<file path="src/rtl/exec_pkg.sv">
// exec_pkg -- shared definitions for the instruction execution sequencer:
// state encoding, opcode and ALU operation constants, MFC timeout limit and
// small opcode classification helpers.
package exec_pkg;

    // Execution sequencer states
    typedef enum logic [3:0] {
        S_IDLE     = 4'd0,
        S_DECODE   = 4'd1,
        S_ALU      = 4'd2,
        S_WB       = 4'd3,
        S_MEM_ADDR = 4'd4,
        S_MEM_WAIT = 4'd5,
        S_MEM_XFER = 4'd6,
        S_PC_UPD   = 4'd7,
        S_DONE     = 4'd8
    } state_t;

    // Opcodes (IR top nibble); 8..F are undefined and reported as illegal
    localparam logic [3:0] OP_NOP = 4'h0;
    localparam logic [3:0] OP_ADD = 4'h1;
    localparam logic [3:0] OP_SUB = 4'h2;
    localparam logic [3:0] OP_AND = 4'h3;
    localparam logic [3:0] OP_OR  = 4'h4;
    localparam logic [3:0] OP_LD  = 4'h5;
    localparam logic [3:0] OP_ST  = 4'h6;
    localparam logic [3:0] OP_JMP = 4'h7;

    // ALU operation select codes
    localparam logic [2:0] ALU_PASS = 3'b000;
    localparam logic [2:0] ALU_ADD  = 3'b001;
    localparam logic [2:0] ALU_SUB  = 3'b010;
    localparam logic [2:0] ALU_AND  = 3'b011;
    localparam logic [2:0] ALU_OR   = 3'b100;

    // Memory wait timeout: number of MEM_WAIT cycles tolerated without MFC
    localparam int MFC_TIMEOUT = 16;
    localparam int WAIT_CNT_W  = 5;

    // True for the four register-to-register ALU instructions
    function automatic logic is_alu_op(input logic [3:0] op);
        return (op >= OP_ADD) && (op <= OP_OR);
    endfunction

    // True for the two instructions that touch memory
    function automatic logic is_mem_op(input logic [3:0] op);
        return (op == OP_LD) || (op == OP_ST);
    endfunction

    // Undefined opcodes occupy the upper half of the opcode space
    function automatic logic is_illegal_op(input logic [3:0] op);
        return op[3];
    endfunction

    // ALU select for an opcode; non-ALU opcodes map to pass-through
    function automatic logic [2:0] alu_op_of(input logic [3:0] op);
        logic [2:0] sel;
        sel = ALU_PASS;
        case (op)
            OP_ADD:  sel = ALU_ADD;
            OP_SUB:  sel = ALU_SUB;
            OP_AND:  sel = ALU_AND;
            OP_OR:   sel = ALU_OR;
            default: sel = ALU_PASS;
        endcase
        return sel;
    endfunction

endpackage

</file>
<file path="src/rtl/exec_fsm.sv">
// exec_fsm -- execute-phase sequencer for a simple CPU datapath.
// Moore FSM: every strobe is decoded from the registered state plus the
// opcode/register fields captured when an instruction is accepted in IDLE.
// Optional feature: define EXEC_MFC_TIMEOUT_EN to abort a memory access that
// sees no MFC within the timeout limit (reported with mem_err alongside done).
module exec_fsm
    import exec_pkg::*;
#(
    parameter int IR_W = 16
) (
    input  logic            clk,
    input  logic            rst,
    input  logic            fetch_active,
    input  logic [IR_W-1:0] IR,
    input  logic            MFC,
    output logic            PC_inc,
    output logic            PC_load,
    output logic            MAR_EN,
    output logic            mem_EN,
    output logic            mem_RW,
    output logic            MDR_EN_read,
    output logic            MDR_EN_write,
    output logic            MDR_out,
    output logic            RF_wr,
    output logic            ALU_out_EN,
    output logic [3:0]      RF_addr,
    output logic [2:0]      ALU_op,
    output logic            done,
    output logic            illegal,
    output logic            mem_err,
    output logic            busy
);

    state_t     state_reg;
    state_t     state_next;
    logic [3:0] op_reg;
    logic [3:0] rf_addr_reg;
    logic       start;

    // Operand bits below the register field are not used by the sequencer
    logic unused_ir_low;
    assign unused_ir_low = ^IR[IR_W-9:0];

    // A new instruction is accepted only from IDLE once fetch has finished
    assign start = (state_reg == S_IDLE) && !fetch_active;

`ifdef EXEC_MFC_TIMEOUT_EN
    logic [WAIT_CNT_W-1:0] wait_cnt_reg;
    logic                  err_reg;
    logic                  timeout_hit;

    // Last permitted MEM_WAIT cycle passed with no MFC: abandon the access
    assign timeout_hit = (state_reg == S_MEM_WAIT) && !MFC &&
                         (wait_cnt_reg == WAIT_CNT_W'(MFC_TIMEOUT - 1));
`endif

    // State register, instruction field capture and optional wait counter
    always_ff @(posedge clk or negedge rst) begin
        if (!rst) begin
            state_reg   <= S_IDLE;
            op_reg      <= '0;
            rf_addr_reg <= '0;
`ifdef EXEC_MFC_TIMEOUT_EN
            wait_cnt_reg <= '0;
            err_reg      <= 1'b0;
`endif
        end else begin
            state_reg <= state_next;
            // IR is only guaranteed stable while fetch_active is low, so the
            // fields are captured on acceptance and held for the whole run
            if (start) begin
                op_reg      <= IR[IR_W-1 -: 4];
                rf_addr_reg <= IR[IR_W-5 -: 4];
            end
`ifdef EXEC_MFC_TIMEOUT_EN
            // Counter restarts whenever MEM_WAIT is about to be entered
            if (state_reg == S_MEM_ADDR) begin
                wait_cnt_reg <= '0;
            end else if (state_reg == S_MEM_WAIT) begin
                wait_cnt_reg <= wait_cnt_reg + WAIT_CNT_W'(1);
            end
            // Remembers why DONE was entered; only looked at while in DONE
            err_reg <= timeout_hit;
`endif
        end
    end

    // Next-state selection and Moore output decode
    always_comb begin
        state_next   = state_reg;
        PC_inc       = 1'b0;
        PC_load      = 1'b0;
        MAR_EN       = 1'b0;
        mem_EN       = 1'b0;
        mem_RW       = 1'b0;
        MDR_EN_read  = 1'b0;
        MDR_EN_write = 1'b0;
        MDR_out      = 1'b0;
        RF_wr        = 1'b0;
        ALU_out_EN   = 1'b0;
        ALU_op       = ALU_PASS;
        done         = 1'b0;
        illegal      = 1'b0;

        unique case (state_reg)
            S_IDLE: begin
                if (!fetch_active) begin
                    state_next = S_DECODE;
                end
            end

            S_DECODE: begin
                if ((op_reg == OP_NOP) || (op_reg == OP_JMP)) begin
                    state_next = S_PC_UPD;
                end else if (is_alu_op(op_reg)) begin
                    state_next = S_ALU;
                end else if (is_mem_op(op_reg)) begin
                    state_next = S_MEM_ADDR;
                end else begin
                    state_next = S_DONE;
                end
            end

            S_ALU: begin
                ALU_out_EN = 1'b1;
                ALU_op     = alu_op_of(op_reg);
                state_next = S_WB;
            end

            S_WB: begin
                RF_wr      = 1'b1;
                state_next = S_PC_UPD;
            end

            S_MEM_ADDR: begin
                MAR_EN       = 1'b1;
                MDR_EN_write = (op_reg == OP_ST);
                state_next   = S_MEM_WAIT;
            end

            S_MEM_WAIT: begin
                mem_EN = 1'b1;
                mem_RW = (op_reg == OP_LD);
                // MFC takes priority over the timeout on the final cycle
                if (MFC) begin
                    state_next = S_MEM_XFER;
                end
`ifdef EXEC_MFC_TIMEOUT_EN
                else if (timeout_hit) begin
                    state_next = S_DONE;
                end
`endif
            end

            S_MEM_XFER: begin
                if (op_reg == OP_LD) begin
                    MDR_EN_read = 1'b1;
                    MDR_out     = 1'b1;
                    RF_wr       = 1'b1;
                end
                state_next = S_PC_UPD;
            end

            S_PC_UPD: begin
                if (op_reg == OP_JMP) begin
                    PC_load = 1'b1;
                end else begin
                    PC_inc = 1'b1;
                end
                state_next = S_DONE;
            end

            S_DONE: begin
                done       = 1'b1;
                illegal    = is_illegal_op(op_reg);
                state_next = S_IDLE;
            end

            default: begin
                state_next = S_IDLE;
            end
        endcase
    end

    assign busy    = (state_reg != S_IDLE);
    assign RF_addr = rf_addr_reg;

`ifdef EXEC_MFC_TIMEOUT_EN
    assign mem_err = (state_reg == S_DONE) && err_reg;
`else
    assign mem_err = 1'b0;
`endif

endmodule

</file>
<file path="config.mk">
export PLATFORM = sky130hd
export DESIGN_NAME = exec_fsm
export DESIGN_NICKNAME = d
export VERILOG_FILES = /design/src/rtl/exec_pkg.sv /design/src/rtl/exec_fsm.sv
export SDC_FILE = /design/constraint.sdc
export NUM_CORES = 1
export LEC_CHECK = 0
export BUFFER_PORTS_ARGS = -buffer_cell sky130_fd_sc_hd__buf_2
export CAP_MARGIN = 10
export CORE_AREA = 2 2 46 48
export CTS_CLUSTER_DIAMETER = 150
export DETAILED_ROUTE_END_ITERATION = 16
export DIE_AREA = 0 0 48 50
export PLACE_DENSITY = 0.76
export SETUP_SLACK_MARGIN = 0.02
export SYNTH_ARGS = -nofsm -noshare
export SYNTH_HDL_FRONTEND = slang
export SYNTH_SLANG_ARGS = --single-unit
</file>
<file path="constraint.sdc">
create_clock -name clk -period 2.5 [get_ports clk]
set_input_delay 0.25 -clock clk [delete_from_list [all_inputs] [get_ports clk]]
set_output_delay 0.25 -clock clk [all_outputs]
set_load 0.01 [all_outputs]
</file>
==> impl_metrics.yaml, run 1 <==
final_layout:
  drive_above_1_share: 0.409
  nets: 136
  final_cell_mix: "31 x buf_2, 12 x dfrtp_1, 8 x mux2_2"
  area_growth_pct: 23.7
  antenna_cells: 0
  layout_commonest_cell: "buf_2"
worst_setup_path:
  rr_worst_depth: 3
  endpoint_kind: "output port"
  worstPathMaxFanout: 16
  r2r-end: "RF_addr[1]$_DFFE_PN0P_"
  rr_startpoint: "state_reg[0]$_DFFE_PN0P_"
  startpoint: "state_reg[0]$_DFFE_PN0P_"
  cp.arrival_ps: 1830
  crit_type: "flop to output port"
  rrSetupSlack_ps: 690
  critical_path_required_ps: 2250
  endpoint: "ALU_op[2]"
  crit_path_start_kind: "flop"
routing:
  dr.first_iter.drc_count: 12
  vias: 748
  dr.pass1.iters: 4
  antenna_left: 0
  vias_per_cell: 5.27
  drt_wl_total_um: 1710
  drc_errors: 0
  wl_per_cell_um: 12.1
yosys:
  yosysTopAreaCell: "dfrtp_1"
  synth_top_area_frac: 0.370
  yosysSeqAreaShare: 0.370
  synth_area_leaders: "dfrtp_1 37%, mux2_2 11%, nand2b_1 5.4%, nor3_1 3.7%, and3_1 3.1%"
  yosys_warnings: 0
  synth_fp_nets: 107
  syn_area_um2: 812
  avgSynthCellArea_um2: 9.33
  ys_ff_latch: 12
  yosysUniqueCellTypes: 36
  synth_cells: 87
clock_tree:
  cts_buffers: 3
  cts_hold_buf: 1
  cts_tree: "yes"
  htreeDepth: 1
  post_cts_buffers: 0
  clk_latency_ps: 270
  path_clk_slew_ps: 70
  cts_root_buffer: "clkbuf_4"
  clock_path_buffers: 2
  cts_sinks: 12
  cts_resized: 0
timing:
  setup_tns_ps: 0
  fmax_mhz: 481
  hold_slack_ps: 206
  slew_violations: 0
  post-route-min-period_ps: 2080
  rsz0062_at_grt: "no"
  skew_ps: 4.31
  finalSetupViolCount: 0
  hold_viol_final: 0
  fin_crit_sh: 0.831
run_status:
  status: "finished clean"
global_routing:
  antenna_found_initial: 0
  grt_pass1_vias: 675
  grt.overflow.total: 0
  track_usage: 0.158
  grt_pass1_wl_um: 2730
  grt_start_max_net_pins: 19
place:
  place.port_buffers: 31
  gp_congestion: 0.834
  dpl.hpwl_um: 1310
pwr:
  intPower_w: 0.000699
  seq_power_share: 0.402
  pwr_density_cell_nw_per_um2: 1240
  combPwrFrac: 0.479
  p_sw_w: 0.000543
  vdd_drop_max_mv: 0.609
  clkPwrFrac: 0.120
  p_leak_nw: 0.493
  swShare: 0.437
floorplan:
  ios: 41
  start_util: 0.427
  die_w_um: 48
  core_um2: 1900
  die_y_um: 50
  rows: 16
  dieArea_um2: 2400
job:
  drv_cap: 0
min_path:
  hp-class: "input port to flop"
[how the worst min path moves through the flow]
stage	from	to	slack (ps)	depth (start not counted)
6_report	IR[13]	op_reg[1]$_DFFE_PN0P_	210	2
5_1_grt	IR[13]	op_reg[1]$_DFFE_PN0P_	200	2
4_1_cts	IR[13]	op_reg[1]$_DFFE_PN0P_	200	2
3_5_place_dp	rst	RF_addr[3]$_DFFE_PN0P_	140	1
3_3_place_gp	rst	RF_addr[3]$_DFFE_PN0P_	130	1
2_1_floorplan	rst	RF_addr[0]$_DFFE_PN0P_	-50	0
[power by group through the flow]
stage | Combinational (W) | Sequential [W] | Clock [W]
after floorplan | 0.000543 | 0.000386 | 0
after global placement | 0.000577 | 0.000485 | 0
after detailed placement | 0.000600 | 0.000499 | 0
after CTS | 0.000602 | 0.000496 | 0.000157
after global routing | 0.000661 | 0.000530 | 0.000163
final | 0.000595 | 0.000499 | 0.000149
[Yosys cell counts (all sizes together)]
library cell	number
a31oi	2
nor2b	1
clkbuf	4
nand3	1
inv	3
or4	1
o21a	1
nor4bb	1
nand4bb	1
conb	1
xnor2	1
nand4b	1
mux2	8
o21ai	2
a21o	1
a2111oi	1
nand2b	7
and2	1
buf	4
and3	4
and4bb	1
nor2	7
nor3	6
o2111ai	1
a21oi	2
dfrtp	12
o311ai	1
nor4b	2
nand4	1
or2	1
o21bai	1
and2b	1
o41ai	1
nand2	4
[cell type report]
class,count,area [µm²]
clock buffer,4,36.3
fill,180,897
inverter,3,11.3
multi-input combinational,64,458
sequential,12,300
tap,27,33.8
timing repair buffer,32,165
[routing by layer]
layer / global-route usage / vias up / share of wire
li1: - / 371 / -
met3: 0.0256 / 6 / 0.053
met2: 0.267 / 36 / 0.46
met1: 0.184 / 335 / 0.47
met4: 0.0766 / 0 / 0.017
met5: 0 / - / 0
[metrics by stage]
| step | total power (W) | cell area [µm²] | util | cells | setup WS [ps] |
|---|---|---|---|---|---|
| CTS | 0.00125 | 1000 | 0.528 | 142 | 422 |
| detailed placement | 0.00110 | 958 | 0.504 | 137 | 686 |
| global route | 0.00135 | 1000 | 0.528 | 142 | 256 |
| global placement | 0.00106 | 958 | 0.504 | 137 | 721 |
| finish | 0.00124 | 1000 | 0.528 | 142 | 422 |
| floorplan | 0.000929 | 812 | - | 87 | 739 |
[cell families (layout without fill, tap and decap cells)]
logic type / after synthesis / count (layout) / share of synthesized area
AO/OA/AOI/OAI: 13 / 13 / 0.111
AND/OR/NAND/NOR: 41 / 41 / 0.327
multiplexers: 8 / 8 / 0.111
other: 1 / 1 / 0.00462
flip-flops: 12 / 12 / 0.370
buffers and inverters: 11 / 39 / 0.0662
XOR/XNOR: 1 / 1 / 0.0108
[critical path, cell delays in order, from the launching register on]
cell and delay [ps]:
dfrtp_1 530, nand2b_1 240, nor3_1 310, nor4b_1 290
buf_2 190
(Power assumes the default switching activity.)
==> inputs of run 2 (changes only) <==
--- a/config.mk
+++ b/config.mk
@@ -7,11 +7,11 @@
 export LEC_CHECK = 0
 export BUFFER_PORTS_ARGS = -buffer_cell sky130_fd_sc_hd__buf_2
 export CAP_MARGIN = 10
-export CORE_AREA = 2 2 46 48
+export CORE_AREA = 2 2 49 51
 export CTS_CLUSTER_DIAMETER = 150
 export DETAILED_ROUTE_END_ITERATION = 16
-export DIE_AREA = 0 0 48 50
-export PLACE_DENSITY = 0.76
+export DIE_AREA = 0 0 51 53
+export PLACE_DENSITY = 0.71
 export SETUP_SLACK_MARGIN = 0.02
 export SYNTH_ARGS = -nofsm -noshare
 export SYNTH_HDL_FRONTEND = slang
==> constraint.sdc (replaced) <==
create_clock -name clk -period 1.65 [get_ports clk]
set_input_delay 0.165 -clock clk [delete_from_list [all_inputs] [get_ports clk]]
set_output_delay 0.165 -clock clk [all_outputs]
set_load 0.01 [all_outputs]
==> run 2 against run 1 <==
Against the previous run: the run now ends with negative setup slack left; sequential share of layout area decreased by 4.9 points; final cell count increased by 11%; sequential power increased by 28%; critical path type unchanged.
==> impl_metrics.yaml, run 2 (synthesized netlist as in run 1, its figures left out) <==
run_status:
  status: "finished with violations"
  violations: "negative setup slack"
pwr:
  p_sw_w: 0.000992
  vdd_drop_max_mv: 0.995
  p_leak_nw: 0.597
  seq_power_share: 0.268
  swShare: 0.415
  pwr_density_cell_nw_per_um2: 1960
  combPwrFrac: 0.661
  clkPwrFrac: 0.071
  intPower_w: 0.00140
global_routing:
  grt_pass1_wl_um: 2900
  track_usage: 0.146
  antenna_found_initial: 0
  grt_start_max_net_pins: 13
  grt_pass1_vias: 721
  grt.overflow.total: 0
place:
  place.port_buffers: 31
  dpl.hpwl_um: 1320
  gp_congestion: 0.834
min_path:
  hp-class: "input port to flop"
routing:
  drt_wl_total_um: 1990
  wl_per_cell_um: 12.7
  dr.first_iter.drc_count: 3
  vias_per_cell: 5.08
  drc_errors: 0
  dr.pass1.iters: 4
  antenna_left: 0
  vias: 798
timing:
  hold_slack_ps: 125
  fin_crit_sh: 1.00
  fmax_mhz: 604
  post-route-min-period_ps: 1650
  finalSetupViolCount: 3
  slew_violations: 0
  rsz0062_at_grt: "yes"
  setup_tns_ps: -7.54
  setup_ws_ps: -4.84
  skew_ps: 1.62
  hold_viol_final: 0
final_layout:
  seq_area_um2: 304
  multi_input_area_um2: 549
  final_cell_mix: "31 x buf_2, 11 x buf_4, 9 x dfrtp_1"
  area_growth_pct: 50.1
  nets: 151
  layout_commonest_cell: "buf_2"
  fill_cells: 198
  antenna_cells: 0
  drive_above_1_share: 0.558
worst_setup_path:
  rrSetupSlack_ps: -5
  worstPathMaxFanout: 5
  endpoint_kind: "output port"
  cp.arrival_ps: 1490
  crit_type: "flop to output port"
  critical_path_required_ps: 1480
  crit_path_start_kind: "flop"
floorplan:
  ios: 41
  start_util: 0.378
  die_w_um: 51
  rows: 17
  core_um2: 2150
  dieArea_um2: 2700
  die_y_um: 53
job:
  drv_cap: 0
clock_tree:
  cts_root_buffer: "clkbuf_4"
  cts_buffers: 3
  htreeDepth: 1
  cts_tree: "yes"
  clk_latency_ps: 270
  clock_path_buffers: 2
  cts_sinks: 12
  path_clk_slew_ps: 60
-- run 2: changes by cell type in the layout (fill, tap and decap cells not counted), sizes merged --
cell	previous run	this run
buf	31	46
clkbuf	4	3
-- run 2: per-stage QoR --
| stage | utilization | instances | area (µm²) | power [W] | setup slack (ps) |
|---|---|---|---|---|---|
| 3_3_place_gp | 0.467 | 143 | 1000 | 0.00171 | 74.1 |
| 3_5_place_dp | 0.467 | 143 | 1000 | 0.00176 | 50.2 |
| 4_1_cts | 0.537 | 154 | 1150 | 0.00223 | -19.7 |
| 5_1_grt | 0.567 | 157 | 1220 | 0.00257 | -70.1 |
| 2_1_floorplan | - | 87 | 818 | 0.00142 | 13.4 |
| 6_report | 0.567 | 157 | 1220 | 0.00239 | -4.84 |
-- run 2: critical path, stage by stage (launching register included) --
cell and delay (ps):
dfrtp_1 390, buf_6 130, or2_4 270, nor2_4 100, nor4b_4 180, buf_2 160
-- run 2: metal layers --
| metal | GRT usage | vias to the layer above | share of wire |
|---|---|---|---|
| li1 | - | 393 | - |
| met1 | 0.163 | 366 | 0.43 |
| met2 | 0.268 | 34 | 0.49 |
| met3 | 0.0113 | 5 | 0.054 |
| met4 | 0.0901 | 0 | 0.026 |
| met5 | 0 | - | 0 |
-- run 2: layout make-up --
cell class / count / area share
inverters: 3 / 0.00924
multi-input cells: 64 / 0.451
well taps: 28 / 0.0287
repair buffers: 47 / 0.243
clock buffers: 3 / 0.0185
flip-flops and latches: 12 / 0.249
-- run 2: power groups by stage --
stage          Clock, W  Sequential (W)  Combinational, W
6_report       0.000170        0.000640           0.00158
5_1_grt        0.000186        0.000668           0.00172
4_1_cts        0.000180        0.000627           0.00143
3_5_place_dp          0        0.000622           0.00113
3_3_place_gp          0        0.000606           0.00111
2_1_floorplan         0        0.000585          0.000831
-- run 2: repair_timing --
action                     4_1_cts  5_1_grt
gates resized for setup         15       11
setup endpoints to repair        9       20
hold buffers                     1        0
setup buffers                    7        3
hold endpoints to repair        12        0
pin swaps                        3        3
-- run 2: final timing paths --
path                                               start  depth (start not counted)                endpoint
worst max-delay path            state_reg[0]$_DFFE_PN0P_                          5            MDR_EN_write
min in group asynchronous                            rst                          2  RF_addr[3]$_DFFE_PN0P_
worst max register to register  state_reg[0]$_DFFE_PN0P_                          4  RF_addr[2]$_DFFE_PN0P_
worst min-delay path                              IR[14]                          2   op_reg[2]$_DFFE_PN0P_
max in group asynchronous                            rst                          2   op_reg[0]$_DFFE_PN0P_
worst min register to register    RF_addr[2]$_DFFE_PN0P_                          1  RF_addr[2]$_DFFE_PN0P_
